<file path="config.mk">
export PLATFORM = sky130hd
export DESIGN_NAME = alu_seq_flags
export DESIGN_NICKNAME = d
export VERILOG_FILES = /design/src/rtl/alu_seq_flags.sv
export SDC_FILE = /design/constraint.sdc
export NUM_CORES = 1
export LEC_CHECK = 0
export CORE_UTILIZATION = 60
export DETAILED_ROUTE_END_ITERATION = 8
export PLACE_DENSITY = 0.84
export SYNTH_ARGS = -nofsm -noshare
export SYNTH_HDL_FRONTEND = slang
export SYNTH_SLANG_ARGS = --single-unit
</file>
<file path="constraint.sdc">
create_clock -name clk -period 5.5 [get_ports clk]
set_input_delay 1.1 -clock clk [delete_from_list [all_inputs] [get_ports clk]]
set_output_delay 1.1 -clock clk [all_outputs]
set_load 0.01 [all_outputs]
</file>
<file path="src/rtl/alu_seq_flags.sv">
// Handshaked sequential ALU: base ops, ADC/SBC/CMP and an iterative unsigned MUL, with NZCV flags.
// Latency: 1 cycle for non-MUL ops, NBits+1 cycles for MUL; result and flags are registered.
// Backpressure: result is held in DONE while out_ready=0; in_ready stays low until it is consumed.
module alu_seq_flags #(
  parameter int NBits = 8,
  localparam int SHW = $clog2(NBits)
) (
  input  logic             clk,
  input  logic             rst_n,
  input  logic             in_valid,
  output logic             in_ready,
  input  logic [3:0]       selection,
  input  logic [NBits-1:0] A,
  input  logic [NBits-1:0] B,
  input  logic             carry_in,
  input  logic             update_flags,
  output logic             out_valid,
  input  logic             out_ready,
  output logic [NBits-1:0] result,
  output logic             zero,
  output logic             negative,
  output logic             carry_out,
  output logic             overflow,
  output logic [3:0]       flags_q
);

  typedef enum logic [1:0] {IDLE, EXEC, DONE} state_t;

  localparam int M = NBits - 1;
  localparam logic [NBits-1:0] NB_VAL = NBits'(NBits);
  localparam logic [SHW:0] CNT_LAST = (SHW + 1)'(NBits);

  state_t state, state_nx;
  logic accept, is_mul;
  logic upd_q;
  logic [2*NBits-1:0] acc, mcand;
  logic [NBits-1:0] mplier;
  logic [SHW:0] cnt;

  // single-cycle datapath, evaluated on the live request inputs
  logic add_cin, sub_cin, shift_big, add_v, sub_v;
  logic [NBits:0] add_full, sub_full;
  logic [SHW-1:0] sh;
  logic [NBits-1:0] sra_val, alu_res;
  logic alu_n, alu_z, alu_c, alu_v, alu_rsvd;

  assign in_ready  = (state == IDLE) | ((state == DONE) & out_ready);
  assign accept    = in_valid & in_ready;
  assign is_mul    = (selection == 4'd11);
  assign out_valid = (state == DONE);

  // ADC/SBC take carry from the committed flag register; SUB/CMP subtract with no borrow-in
  assign add_cin  = (selection == 4'd9) ? flags_q[1] : carry_in;
  assign sub_cin  = (selection == 4'd10) ? flags_q[1] : 1'b1;
  assign add_full = {1'b0, A} + {1'b0, B} + (NBits + 1)'(add_cin);
  assign sub_full = {1'b0, A} + {1'b0, ~B} + (NBits + 1)'(sub_cin);
  assign add_v    = (A[M] == B[M]) & (add_full[M] != A[M]);
  assign sub_v    = (A[M] != B[M]) & (sub_full[M] != A[M]);
  assign shift_big = (B >= NB_VAL);
  assign sh        = B[SHW-1:0];
  assign sra_val   = $signed(A) >>> sh;

  // opcode decode and flag generation for every op that completes in one cycle
  always_comb begin
    alu_res  = '0;
    alu_c    = 1'b0;
    alu_v    = 1'b0;
    alu_rsvd = 1'b0;
    unique case (selection)
      4'd0, 4'd9:  begin alu_res = add_full[M:0]; alu_c = add_full[NBits]; alu_v = add_v; end
      4'd1, 4'd10: begin alu_res = sub_full[M:0]; alu_c = sub_full[NBits]; alu_v = sub_v; end
      4'd2:  alu_res = A & B;
      4'd3:  alu_res = A | B;
      4'd4:  alu_res = ~A;
      4'd5:  alu_res = A ^ B;
      4'd6:  alu_res = shift_big ? '0 : (A << sh);
      4'd7:  alu_res = shift_big ? '0 : (A >> sh);
      4'd8:  alu_res = shift_big ? {NBits{A[M]}} : sra_val;
      4'd12: begin alu_c = sub_full[NBits]; alu_v = sub_v; end
      default: alu_rsvd = 1'b1;
    endcase
    alu_n = alu_res[M];
    alu_z = (alu_res == '0);
    // CMP discards the difference but reports its zero-ness
    if (selection == 4'd12) alu_z = (sub_full[M:0] == '0);
    // reserved opcodes report no flags at all
    if (alu_rsvd) alu_z = 1'b0;
  end

  // state register
  always_ff @(posedge clk) begin
    if (!rst_n) state <= IDLE;
    else        state <= state_nx;
  end

  // next-state: a new accept always wins; otherwise EXEC finishes or DONE drains
  always_comb begin
    state_nx = state;
    if (accept) begin
      state_nx = is_mul ? EXEC : DONE;
    end else begin
      unique case (state)
        EXEC:    if (cnt == CNT_LAST) state_nx = DONE;
        DONE:    if (out_ready) state_nx = IDLE;
        default: state_nx = IDLE;
      endcase
    end
  end

  // result/flag registers, flag register commit and shift-add multiplier
  always_ff @(posedge clk) begin
    if (!rst_n) begin
      result    <= '0;
      zero      <= 1'b0;
      negative  <= 1'b0;
      carry_out <= 1'b0;
      overflow  <= 1'b0;
      flags_q   <= '0;
      upd_q     <= 1'b0;
      acc       <= '0;
      mcand     <= '0;
      mplier    <= '0;
      cnt       <= '0;
    end else if (accept) begin
      upd_q <= update_flags;
      if (is_mul) begin
        acc    <= '0;
        mcand  <= {{NBits{1'b0}}, A};
        mplier <= B;
        cnt    <= '0;
      end else begin
        result    <= alu_res;
        negative  <= alu_n;
        zero      <= alu_z;
        carry_out <= alu_c;
        overflow  <= alu_v;
        if (update_flags && !alu_rsvd) flags_q <= {alu_n, alu_z, alu_c, alu_v};
      end
    end else if (state == EXEC) begin
      if (cnt == CNT_LAST) begin
        // one extra cycle after the last partial product to publish the result
        result    <= acc[M:0];
        negative  <= acc[M];
        zero      <= (acc[M:0] == '0);
        carry_out <= |acc[2*NBits-1:NBits];
        overflow  <= 1'b0;
        if (upd_q) flags_q <= {acc[M], (acc[M:0] == '0), |acc[2*NBits-1:NBits], 1'b0};
      end else begin
        if (mplier[0]) acc <= acc + mcand;
        mcand  <= mcand << 1;
        mplier <= mplier >> 1;
        cnt    <= cnt + 1'b1;
      end
    end
  end

endmodule

</file>
==> flow_metrics.py <==
metrics = {
    "clocking": {
        "cts_tree": "built",
        "cts_resized": 0,
        "clk_pin_slew_ns": 0.07,
        "cts_buffers": 9,
        "cts_hold_buf": 0,
        "cts-root-buf": "clkbuf_8",
        "post_cts_buffers": 0,
        "clock-sinks": 62,
        "cts_buffer_depth": 2,
        "insertion_delay_ns": 0.36,
        "h-tree-depth": 3,
    },
    "global_route": {
        "grt_pass1_wl_um": 24600,
        "grt_pass1_vias": 4829,
        "grt_max_degree": 43,
        "grt_antenna_before_repair": 0,
        "overflow": 0,
        "track_usage": 0.353,
    },
    "critical_path": {
        "crit_arrival_ns": 4.72,
        "path_max_fanout": 11,
        "end_kind": "flop",
        "rrSetupSlack_ns": 2.43,
        "cp-startpoint": "selection[2]",
        "cp.required_ns": 5.78,
        "crit_end": "zero",
        "max_stage_delay_ns": 0.61,
        "crit_slowest_cell": "clkdlybuf4s50_1",
        "rr_endpoint": "zero",
        "crit-reg2reg-launch": "flags_q[1]",
        "worstRegToRegCells": 11,
        "critPathKind": "input pin to flop",
        "critPathLaunchType": "input pin",
        "crit_chain": "clkdlybuf4s50_1 > and4bb_1 > nand2b_1 > fa_1 > fa_1 > nand2b_1 > a21oi_1 > o211ai_1 > a211oi_1 > or3b_1 > nor4b_2 > a31oi_1 > a21oi_1",
    },
    "synth": {
        "netlist.area_leader.share": 0.232,
        "synth_edf_count": 0,
        "ys_seq_area_frac": 0.232,
        "synth_xor_area_frac": 0.0344,
        "synth-seq-cells": 62,
        "synthMuxAreaShare": 0.0698,
        "syn_area_per_cell_sq_um": 7.72,
        "synth-simple-area-share": 0.244,
        "synth_fa_ha_area_frac": 0.117,
        "syn_nets": 764,
        "synth_area_sq_um": 5340,
        "synthArstFlopShare": 0,
        "synth_ff_type": "dfxtp_1",
        "synth_cells": 692,
        "yosys-top-cells-count": "73 x nor2_1, 62 x dfxtp_1, 59 x nand2_1",
        "synthDistinctLibCells": 76,
        "synth_most_common_cell": "nor2_1",
        "yosys.area.top_type": "dfxtp_1",
        "synth_top_family_by_area": "simple AND/OR/NAND/NOR gates",
        "synth_area_leaders": "dfxtp_1 23%, ha_1 9.6%, nor2_1 5.1%, a21oi_1 4.4%, nand2_1 4.1%",
        "synth_compound_area_frac": 0.243,
        "synth_warnings": 0,
    },
    "detailed_routing": {
        "wire_per_inst_um": 19.3,
        "firstDrtPassIters": 5,
        "drc": 0,
        "routed_wl_um": 16000,
        "via_count": 5476,
        "ant_nets": 0,
        "drtIter0Drc": 368,
        "viasPerCell": 6.61,
    },
    "timing": {
        "tns_ns": 0,
        "drv_slew": 0,
        "hold_ws_ns": 0.455,
        "fin_crit_ns": 4.44,
        "finalHoldViolCount": 0,
        "slew_headroom": 0.437,
        "worst_pin_slew_ns": 0.835,
        "rsz0062_at_grt": "false",
        "fmax_mhz": 225,
        "setup_viol": 0,
        "fin_crit_sh": 0.807,
        "finClkSkew_ns": 0.0148,
    },
    "min_path": {
        "hold_class": "flop to flop",
    },
    "final_layout": {
        "diodes": 0,
        "syn_to_final_growth_pct": 13.6,
        "drive_above_1_share": 0.0722,
        "n_fill_cell": 743,
        "nets": 787,
    },
    "floorplanning": {
        "die_h_um": 96.4,
        "core.rowCount": 34,
        "die_area_sq_um": 9280,
        "core_sq_um": 8680,
        "initial_core_util": 0.615,
        "die_x_um": 96.4,
        "io_pins": 44,
    },
    "placed_design": {
        "portBuffers": 43,
        "finalWeightedCongestion": 1.01,
        "dpl.hpwl_um": 12100,
    },
    "power": {
        "leakage_nw": 2.35,
        "pwr_density_cell_nw_per_um2": 206,
        "ir_drop_v": 0.000163,
    },
    "job": {
        "drv_cap": 0,
    },
    "run_status": {
        "status": "finished clean",
    },
}
## kinds of logic (layout without fill, tap and decap cells)
group           after synthesis  in the layout
buf+inv                      81            109
flops                        62             62
fa+ha+maj                    47             47
mux                          28             28
simple gates                256            256
xor+xnor                     21             21
compound gates              197            197
## report_power, final
group | switching, mW | internal [mW] | leakage, nW
registers | 0.00697 | 0.459 | 0.502
clock network | 0.196 | 0.280 | 0.116
logic | 0.182 | 0.123 | 1.74
## state kept, by name, summed over array words and instances (netlist names)
signal and cells:
flags_q 4, state 2, cnt 4, acc 16, result 8, carry_out 1
mplier 8, mcand 16, upd_q 1, zero 1, overflow 1
## how the worst min path moves through the flow
| stage | startpoint | end | slack (ns) | cells past startpoint |
|---|---|---|---|---|
| 6_report | mcand[15] | mcand[15] | 0.45 | 2 |
| 5_1_grt | result[6] | result[6] | 0.49 | 2 |
| 4_1_cts | mcand[15] | mcand[15] | 0.46 | 2 |
| 3_5_place_dp | mcand[15] | mcand[15] | 0.45 | 2 |
| 3_3_place_gp | mcand[15] | mcand[15] | 0.44 | 2 |
| 2_1_floorplan | mcand[15] | mcand[15] | 0.43 | 2 |
## worst max-delay path: cells and delay by family
kind                       cells  cell delay [ns]
adders and majority gates      2             0.86
and+or+nand+nor                5             1.34
buffers and inverters          1             0.61
AOI/OAI and AO/OA              5             0.80
## metal layers
metal / GRT usage / wire, um / vias up
li1: - / - / 2570
met1: 0.482 / 7000 / 2600
met2: 0.570 / 7340 / 275
met3: 0.0450 / 1200 / 31
met4: 0.121 / 420 / 0
met5: 0 / 0 / -
## cell usage in the layout, fill, tap and decap left out, types with 4 or more instances in the layout
| master | synthesis | final |
|---|---|---|
| nor2b_1 | 9 | 9 |
| xnor2_1 | 17 | 17 |
| nand2_1 | 59 | 59 |
| inv_1 | 36 | 36 |
| nand3_1 | 32 | 32 |
| nor4_1 | 8 | 8 |
| mux2i_1 | 17 | 17 |
| a21oi_1 | 47 | 47 |
| nor3_1 | 10 | 10 |
| and2_1 | 5 | 5 |
| o21a_1 | 6 | 6 |
| a21o_1 | 4 | 4 |
| o2111ai_1 | 4 | 4 |
| nor3b_1 | 5 | 4 |
| a31oi_1 | 4 | 4 |
| ha_1 | 41 | 41 |
| a22oi_1 | 16 | 16 |
| buf_4 | 1 | 13 |
| a211oi_1 | 8 | 8 |
| o21bai_1 | 4 | 4 |
| fa_1 | 5 | 5 |
| o211ai_1 | 21 | 21 |
| dfxtp_1 | 62 | 62 |
| o21ai_1 | 5 | 4 |
| o21ai_0 | 40 | 40 |
| nor2_1 | 73 | 73 |
| or3_1 | 9 | 9 |
| nand3b_1 | 7 | 7 |
| nand2b_1 | 12 | 12 |
| mux4_2 | 7 | 7 |
| clkbuf_8 | 0 | 11 |
| a221o_1 | 5 | 5 |
| a211o_1 | 4 | 4 |
| clkdlybuf4s50_1 | 0 | 43 |
| xor2_1 | 4 | 4 |
## final cells by class
cell class / instances / area [sq um] / area share
clock buffer: 11 / 151 / 0.0250
clock inverter: 5 / 81.3 / 0.0134
inverter: 37 / 139 / 0.0229
multi-input combinational: 549 / 3790 / 0.625
sequential: 62 / 1240 / 0.205
tap: 108 / 135 / 0.0223
timing repair buffer: 56 / 528 / 0.0870
## metrics by stage
stage               cells  worst slack, ns  total power [mW]  cell area [sq um]  utilization
finish                828             1.06              1.25               6070        0.699
detailed placement    812            0.777             0.773               5830        0.672
floorplan             692             1.29             0.672               5340            -
global route          828            0.760              1.30               6070        0.699
CTS                   828             1.11              1.24               6070        0.699
global placement      812            0.872             0.769               5830        0.672
Power figures use the tool's default switching activity.
